File: config.mk
export PLATFORM = sky130hd
export DESIGN_NAME = pc_fetch_unit
export DESIGN_NICKNAME = d
export VERILOG_FILES = /design/src/rtl/pc_fetch_unit.sv
export SDC_FILE = /design/constraint.sdc
export NUM_CORES = 1
export LEC_CHECK = 0
export BUFFER_PORTS_ARGS = -buffer_cell sky130_fd_sc_hd__buf_2
export CAP_MARGIN = 20
export CORE_AREA = 5 5 137 139
export DETAILED_ROUTE_END_ITERATION = 12
export DIE_AREA = 0 0 142 144
export PLACE_DENSITY = 0.67
export SYNTH_ARGS = -nofsm -noshare
export SYNTH_HDL_FRONTEND = slang
export SYNTH_SLANG_ARGS = --single-unit
File: constraint.sdc
create_clock -name i_clk -period 8.5 [get_ports i_clk]
set_input_delay 1.275 -clock i_clk [delete_from_list [all_inputs] [get_ports i_clk]]
set_output_delay 1.275 -clock i_clk [all_outputs]
set_load 0.02 [all_outputs]
File: src/rtl/pc_fetch_unit.sv
// rtl/pc_fetch_unit.sv - program counter and fetch sequencer with branch-target LUT
// Optional RUN-cycle counter enabled by defining PC_FETCH_CYCLE_COUNT_EN.
module pc_fetch_unit #(
    parameter int A       = 10,
    parameter int W       = 9,
    parameter int LUT_IDX = 4
) (
    input  logic               i_clk,
    input  logic               i_rst,
    input  logic               i_start,
    input  logic               i_stall,
    input  logic [W-1:0]       i_inst_in,
    input  logic               i_branch_taken,
    input  logic               i_branch_rel,
    input  logic [LUT_IDX-1:0] i_branch_idx,
    input  logic [7:0]         i_rel_offset,
    input  logic               i_lut_we,
    input  logic [LUT_IDX-1:0] i_lut_wr_idx,
    input  logic [A-1:0]       i_lut_wr_data,
    output logic [A-1:0]       o_inst_address,
    output logic               o_running,
    output logic               o_done,
    output logic [15:0]        o_cycle_count
);

    typedef enum logic [1:0] {
        S_IDLE = 2'd0,
        S_RUN  = 2'd1,
        S_HALT = 2'd2
    } state_t;

    localparam int LUT_N = 2 ** LUT_IDX;

    state_t       r_state;
    state_t       w_state_nxt;
    logic [A-1:0] r_pc;
    logic [A-1:0] w_pc_nxt;
    logic [A-1:0] r_lut [LUT_N];
    logic [A-1:0] w_rel_target;
    logic         w_halt_word;

    assign w_halt_word  = (i_inst_in == {W{1'b1}});
    assign w_rel_target = r_pc + {{(A-8){i_rel_offset[7]}}, i_rel_offset};

    always_comb begin
        w_state_nxt = r_state;
        w_pc_nxt    = r_pc;
        if (!i_stall) begin
            case (r_state)
                S_IDLE: begin
                    w_pc_nxt = '0;
                    if (i_start) begin
                        w_state_nxt = S_RUN;
                    end
                end
                S_RUN: begin
                    if (w_halt_word) begin
                        w_state_nxt = S_HALT;
                    end else if (i_branch_taken && i_branch_rel) begin
                        w_pc_nxt = w_rel_target;
                    end else if (i_branch_taken) begin
                        // Reads the pre-write entry when a same-index write lands this edge.
                        w_pc_nxt = r_lut[i_branch_idx];
                    end else begin
                        w_pc_nxt = r_pc + 1'b1;
                    end
                end
                S_HALT: begin
                    if (i_start) begin
                        w_state_nxt = S_RUN;
                        w_pc_nxt    = '0;
                    end
                end
                default: begin
                    w_state_nxt = S_IDLE;
                    w_pc_nxt    = '0;
                end
            endcase
        end
    end

    always_ff @(posedge i_clk or posedge i_rst) begin
        if (i_rst) begin
            r_state <= S_IDLE;
            r_pc    <= '0;
        end else begin
            r_state <= w_state_nxt;
            r_pc    <= w_pc_nxt;
        end
    end

    always_ff @(posedge i_clk or posedge i_rst) begin
        if (i_rst) begin
            for (int i = 0; i < LUT_N; i++) begin
                r_lut[i] <= '0;
            end
        end else if (i_lut_we) begin
            r_lut[i_lut_wr_idx] <= i_lut_wr_data;
        end
    end

`ifdef PC_FETCH_CYCLE_COUNT_EN
    logic [15:0] r_cycle_count;

    always_ff @(posedge i_clk or posedge i_rst) begin
        if (i_rst) begin
            r_cycle_count <= '0;
        end else if (r_state != S_RUN && w_state_nxt == S_RUN) begin
            r_cycle_count <= '0;
        end else if (r_state == S_RUN && r_cycle_count != 16'hFFFF) begin
            r_cycle_count <= r_cycle_count + 16'd1;
        end
    end

    assign o_cycle_count = r_cycle_count;
`else
    assign o_cycle_count = 16'd0;
`endif

    assign o_inst_address = r_pc;
    assign o_running      = (r_state == S_RUN);
    assign o_done         = (r_state == S_HALT);

endmodule

-- Yosys cells after proc, flatten, opt, wreduce, memory -nomap -nowiden
Cells that the tools add are included.
- memories kept: 0
- output and inout port bits: 28
- bits in writable memories: 0
- bits of input ports: 42
- logic and storage cells: 53
- bits in read-only memories: 0
- bits in latches: 0
- register bits: 172
- muxes and demuxes: 14
- bitwise operators: 3
- multipliers: 0
- eq/ne operators: 7
- order comparisons: 3
- shift-type cells: 0
- reductions and logical operators: 6
- divide/modulo/power cells: 0
- $add $sub $neg: 2
- operators by type and width (cell ; number):
    $bwmux W160 ; 1
    $mux W10 ; 7
    $bmux W10 S4 ; 1
    $demux W10 S4 ; 1
    $pmux W10 S2 ; 1
    $add A10 B1 Y10 const B ; 1
    $add A10 B10 Y10 ; 1
    $ge A5 B5 Y1 const B ; 2
    $not A4 Y5 ; 2
    $eq A9 B9 Y1 const B ; 1
    $reduce_and A3 Y1 ; 2
    $lt A5 B1 Y1 const B ; 1
    $mux W2 ; 2
    $ne A2 B1 Y1 const B ; 2
    $ne A2 B2 Y1 const B ; 2
    $pmux W2 S2 ; 1
    $eq A2 B1 Y1 const B ; 1
    $eq A2 B2 Y1 const B ; 1
    $logic_and A1 B1 Y1 ; 2
    $logic_not A2 Y1 ; 1
    $reduce_or A2 Y1 ; 1
    $not A1 Y1 ; 1

-- Depth between registers and ports, before layout
- depth after elaboration: 8
- gate-level depth with buffers: 8
- mapped depth without buffers: 8

-- Worst setup path after synthesis
Ideal clock, no wire load.
- kind: input-to-reg
- start: input i_branch_idx[0]
- end: register r_pc[6], in the netlist o_inst_address[6]
- path buffers: 2
- required time: 8.369 ns
- setup time: 0.131 ns
- arrival time: 3.037 ns
- slack: 5.332 ns
- stages: 7
- path through: buf_2 -> buf_6 -> mux4_2 -> mux4_2 -> nor3b_1 -> a41oi_1 -> nand3_1
- cells in the longest elaborated chain, start to end: 8
- RTL lines (item ; RTL line ; RTL):
    start, declared ; 15 ; input logic [LUT_IDX-1:0] i_branch_idx,
    $not A4 Y5 (not written as such) ; 63 ; w_pc_nxt = r_lut[i_branch_idx];
    $bmux W10 S4 ; 63 ;
    $mux W10 (not written as such) (2 in a row) ; 63 ;
    $mux W10 ; 61 ; end else if (i_branch_taken) begin
    $mux W10 ; 59 ; end else if (i_branch_taken && i_branch_rel) begin
    $mux W10 ; 57 ; if (w_halt_word) begin
    $pmux W10 S2 ; 49 ; case (r_state)
    end signal, assigned ; 88 ; r_pc <= w_pc_nxt;
    end, declared ; 36 ; logic [A-1:0] r_pc;
No other way between the ends. The select of a mux whose other input is x is not followed.
A chain may end at the register's enable or synchronous reset.

-- Final worst setup path
- start: input i_branch_idx[2]
- end: register r_pc[9], in the netlist o_inst_address[9]
Same word-level chain as after synthesis.

==> key figures <==
Run status
  • Result of the run: complete, no violations

Detailed routing
  • Post-route DRC: 0
  • 1st-iter DRT viols: 283
  • DR WL/cell: 22.3 um
  • Routed wire length: 19800 um
  • Total iterations of the first detailed-routing run: 4
  • Via density: 5.89
  • Post-route ant nets: 0
  • Vias: 5234

Setup path
  • Critical path capture point type: flop
  • Start-to-end type of the worst setup path: primary input to flop
  • Worst setup SP type: primary input
  • Critical path fanouts, max: 24
  • Minimum setup slack among reg-to-reg paths: 6.17 ns
  • Crit path buffers/inverters: 1
  • Critical path's largest stage delay: 0.63 ns
  • Required time of the critical path: 8.81 ns
  • Slowest cell on the critical path: mux4_1
  • Cell Chain, Critical Path: buf_2, mux4_1, mux4_2, o221a_1, a21o_1, a22o_1
  • Critical path arrival: 3.71 ns
  • Largest delay share family, worst path: multiplexers

Hold path
  • Worst hold path type: flop to flop

Timing
  • Minimum clock period after layout: 3.39 ns
  • Fin worst setup slack: 5.11 ns
  • Fmax: 295 MHz
  • Setup repair after global routing missed its margin: no
  • Finish-stage setup viols: 0
  • Layout Skew: 0.00724 ns
  • Final worst-path cycle share: 39.9%
  • Relative max-transition margin: 37.1%
  • Final-report hold violation count: 0
  • Total negative slack: 0 ns
  • Slew at the pin closest to its max-slew limit: 0.940 ns
  • Fin. max-slew vios: 0

Synthesis
  • Post-synth ARST share: 100%
  • Cell taking the most area after synthesis: dfrtp_1
  • Most area-consuming cells after synthesis: dfrtp_1, mux2_2, mux4_2
  • Number of enable flip-flop cells after synthesis: 0
  • Number of unique standard cell types used by synthesis: 53
  • Synthesized flop and latch total: 172
  • Sequential share of the synthesized area: 50.2%
  • Post-Synthesis Cells: 595
  • Post-synthesis instance area: 8570 um^2
  • Synthesized area per cell: 14.4 um^2
  • Flip-flop cell with the highest count after synthesis: dfrtp_1
  • Synthesis Warnings: 0
  • Share of Yosys cell area claimed by the top area cell type: 50.2%

Die
  • Die height: 144 um
  • Die footprint: 20400 um^2
  • Die X-Extent: 142 um
  • Effective utilization at floorplan: 48.9%
  • Top-level port count: 70
  • Core footprint: 17500 um^2
  • Number of rows in the core area: 49

Layout
  • Nets@finish: 699
  • Number of fill cells: 1454
  • Area added between synthesis and finish: 12.5%
  • Ant. Diodes: 0
  • Share of final-layout standard cells stronger than drive strength 1: 46.4%

Global route
  • Overflow left after global routing: 0
  • Combined global-route utilization of all metal layers: 20.4%
  • Via count of the first global-routing pass: 5687
  • Pin count of the biggest net entering global routing: 89
  • Number of antenna violations at the first check in global routing: 1
  • First-pass GRT wire length: 31600 um

Place
  • Pre-CTS setup slack: 4.62 ns
  • Port buffer count: 53
  • Total half-perimeter wirelength after legalization and detailed placement: 12700 um
  • Final RePlAce weighted congestion: 0.803

CTS
  • Clock transition at the registers of the reported paths: 0.06 ns
  • Clock tree root driver cell: clkbuf_16
  • TritonCTS Buffers: 17
  • Clock insertion delay at the later pin of the skew report: 0.43 ns
  • Post-CTS resize count: 0
  • Clock tree from TritonCTS: yes
  • Post-cts hold buffer count: 0
  • Setup Buffers After CTS: 0
  • Maximum clock path buffer count: 2
  • H-Tree Level Count: 4
  • Clock sink total: 172

Pwr
  • Leakage: 4.21 nW
  • Highest ir drop seen on vdd: 0.141 mV
  • Areal power density over the cells: 253 nW/um^2

Flow run
  • Number of maximum-capacitance violations: 0
## per-layer routing
metal  wire length (um)  vias to the layer above  global-route usage, %  part of all wire [%]
met1               8660                     2724                   27.8                    44
met3               1210                       27                   3.77                   6.1
met4                398                        2                   7.22                   2.0
met5                 11                        -                      0                 0.056
met2               9520                      159                   33.1                    48
li1                   -                     2322                      -                     -
## power breakdown
group	switching [mW]	internal (mW)
registers	0.114	1.01
logic	0.222	0.304
clock network	0.318	0.471
total	0.654	1.78
## cell usage after synthesis, types with 5 or more instances
cell,number
and3_1,6
nor2_1,16
buf_2,7
nor3_1,5
a21oi_1,10
nand2b_1,7
mux4_2,43
o21ai_1,6
nand2_1,8
ha_1,10
buf_4,16
mux2_2,161
dfrtp_1,172
a211oi_1,8
nor2b_1,6
nand3_1,8
mux2i_1,8
clkbuf_1,22
nor3b_1,5
o21ai_0,12
## cell usage in the layout (no fill, tap or decap), types with 10 or more instances in the layout
cell	synthesis	routed
a21oi_1	10	10
buf_2	7	53
buf_4	16	12
clkbuf_16	0	17
conb_1	1	16
dfrtp_1	172	172
ha_1	10	10
mux2_2	161	161
mux4_2	43	43
nor2_1	16	16
o21ai_0	12	12
## stage by stage
stage	instances	area, um^2	total power [mW]	hold WS, ns	util (%)
after global routing	888	9650	2.56	0.514	55.0
after floorplan	610	8630	1.52	0.470	-
final	888	9650	2.44	0.501	55.0
after global placement	855	9010	1.63	0.482	51.4
after CTS	887	9620	2.45	0.502	54.9
after detailed placement	855	9010	1.66	0.488	51.4
## state kept, by name, indices dropped and copies added (netlist names)
| signal | cells |
|---|---|
| r_state | 2 |
| o_inst_address | 10 |
| r_lut | 160 |
## worst register-to-register path: cells and delay by family (launching register included)
kind	cells	cell delay, ns
xor gates and xnor gates	1	0.18
and+or+nand+nor	1	0.09
adders and majority gates	2	0.68
AOI/OAI and AO/OA	4	0.78
DFF	1	0.48
## path summary, 6_finish.rpt
kind | start | end | depth (start not counted)
max | i_branch_idx[2] | o_inst_address[9]$_DFFE_PP0P_ | 6
min in group asynchronous | i_rst | r_lut[150]$_DFFE_PP0P_ | 2
min reg2reg | r_lut[67]$_DFFE_PP0P_ | r_lut[67]$_DFFE_PP0P_ | 1
max in group asynchronous | i_rst | r_lut[28]$_DFFE_PP0P_ | 4
max reg2reg | o_inst_address[0]$_DFFE_PP0P_ | o_inst_address[6]$_DFFE_PP0P_ | 8
min | r_lut[67]$_DFFE_PP0P_ | r_lut[67]$_DFFE_PP0P_ | 1
## logic make-up (layout without fill, tap and decap cells)
logic type,after synthesis,count (layout),share of synthesized area [%]
AO/OA/AOI/OAI,59,59,4.57
XOR/XNOR,8,8,0.817
other,1,16,0.0437
adder cells (fa/ha/maj),11,11,1.69
buffers and inverters,54,103,3.34
flip-flops,172,172,50.2
AND/OR/NAND/NOR,74,74,4.73
multiplexers,216,216,34.6
## cell type report
class	instances	area (um^2)	area share (%)
flip-flops and latches	172	4300	44.6
inverters	5	23.8	0.246
repair buffers	66	383	3.97
well taps	229	287	2.97
clock inverters	10	113	1.17
clock buffers	22	494	5.12
multi-input cells	384	4040	41.9
Note: power is estimated with default switching activity, not from simulation.
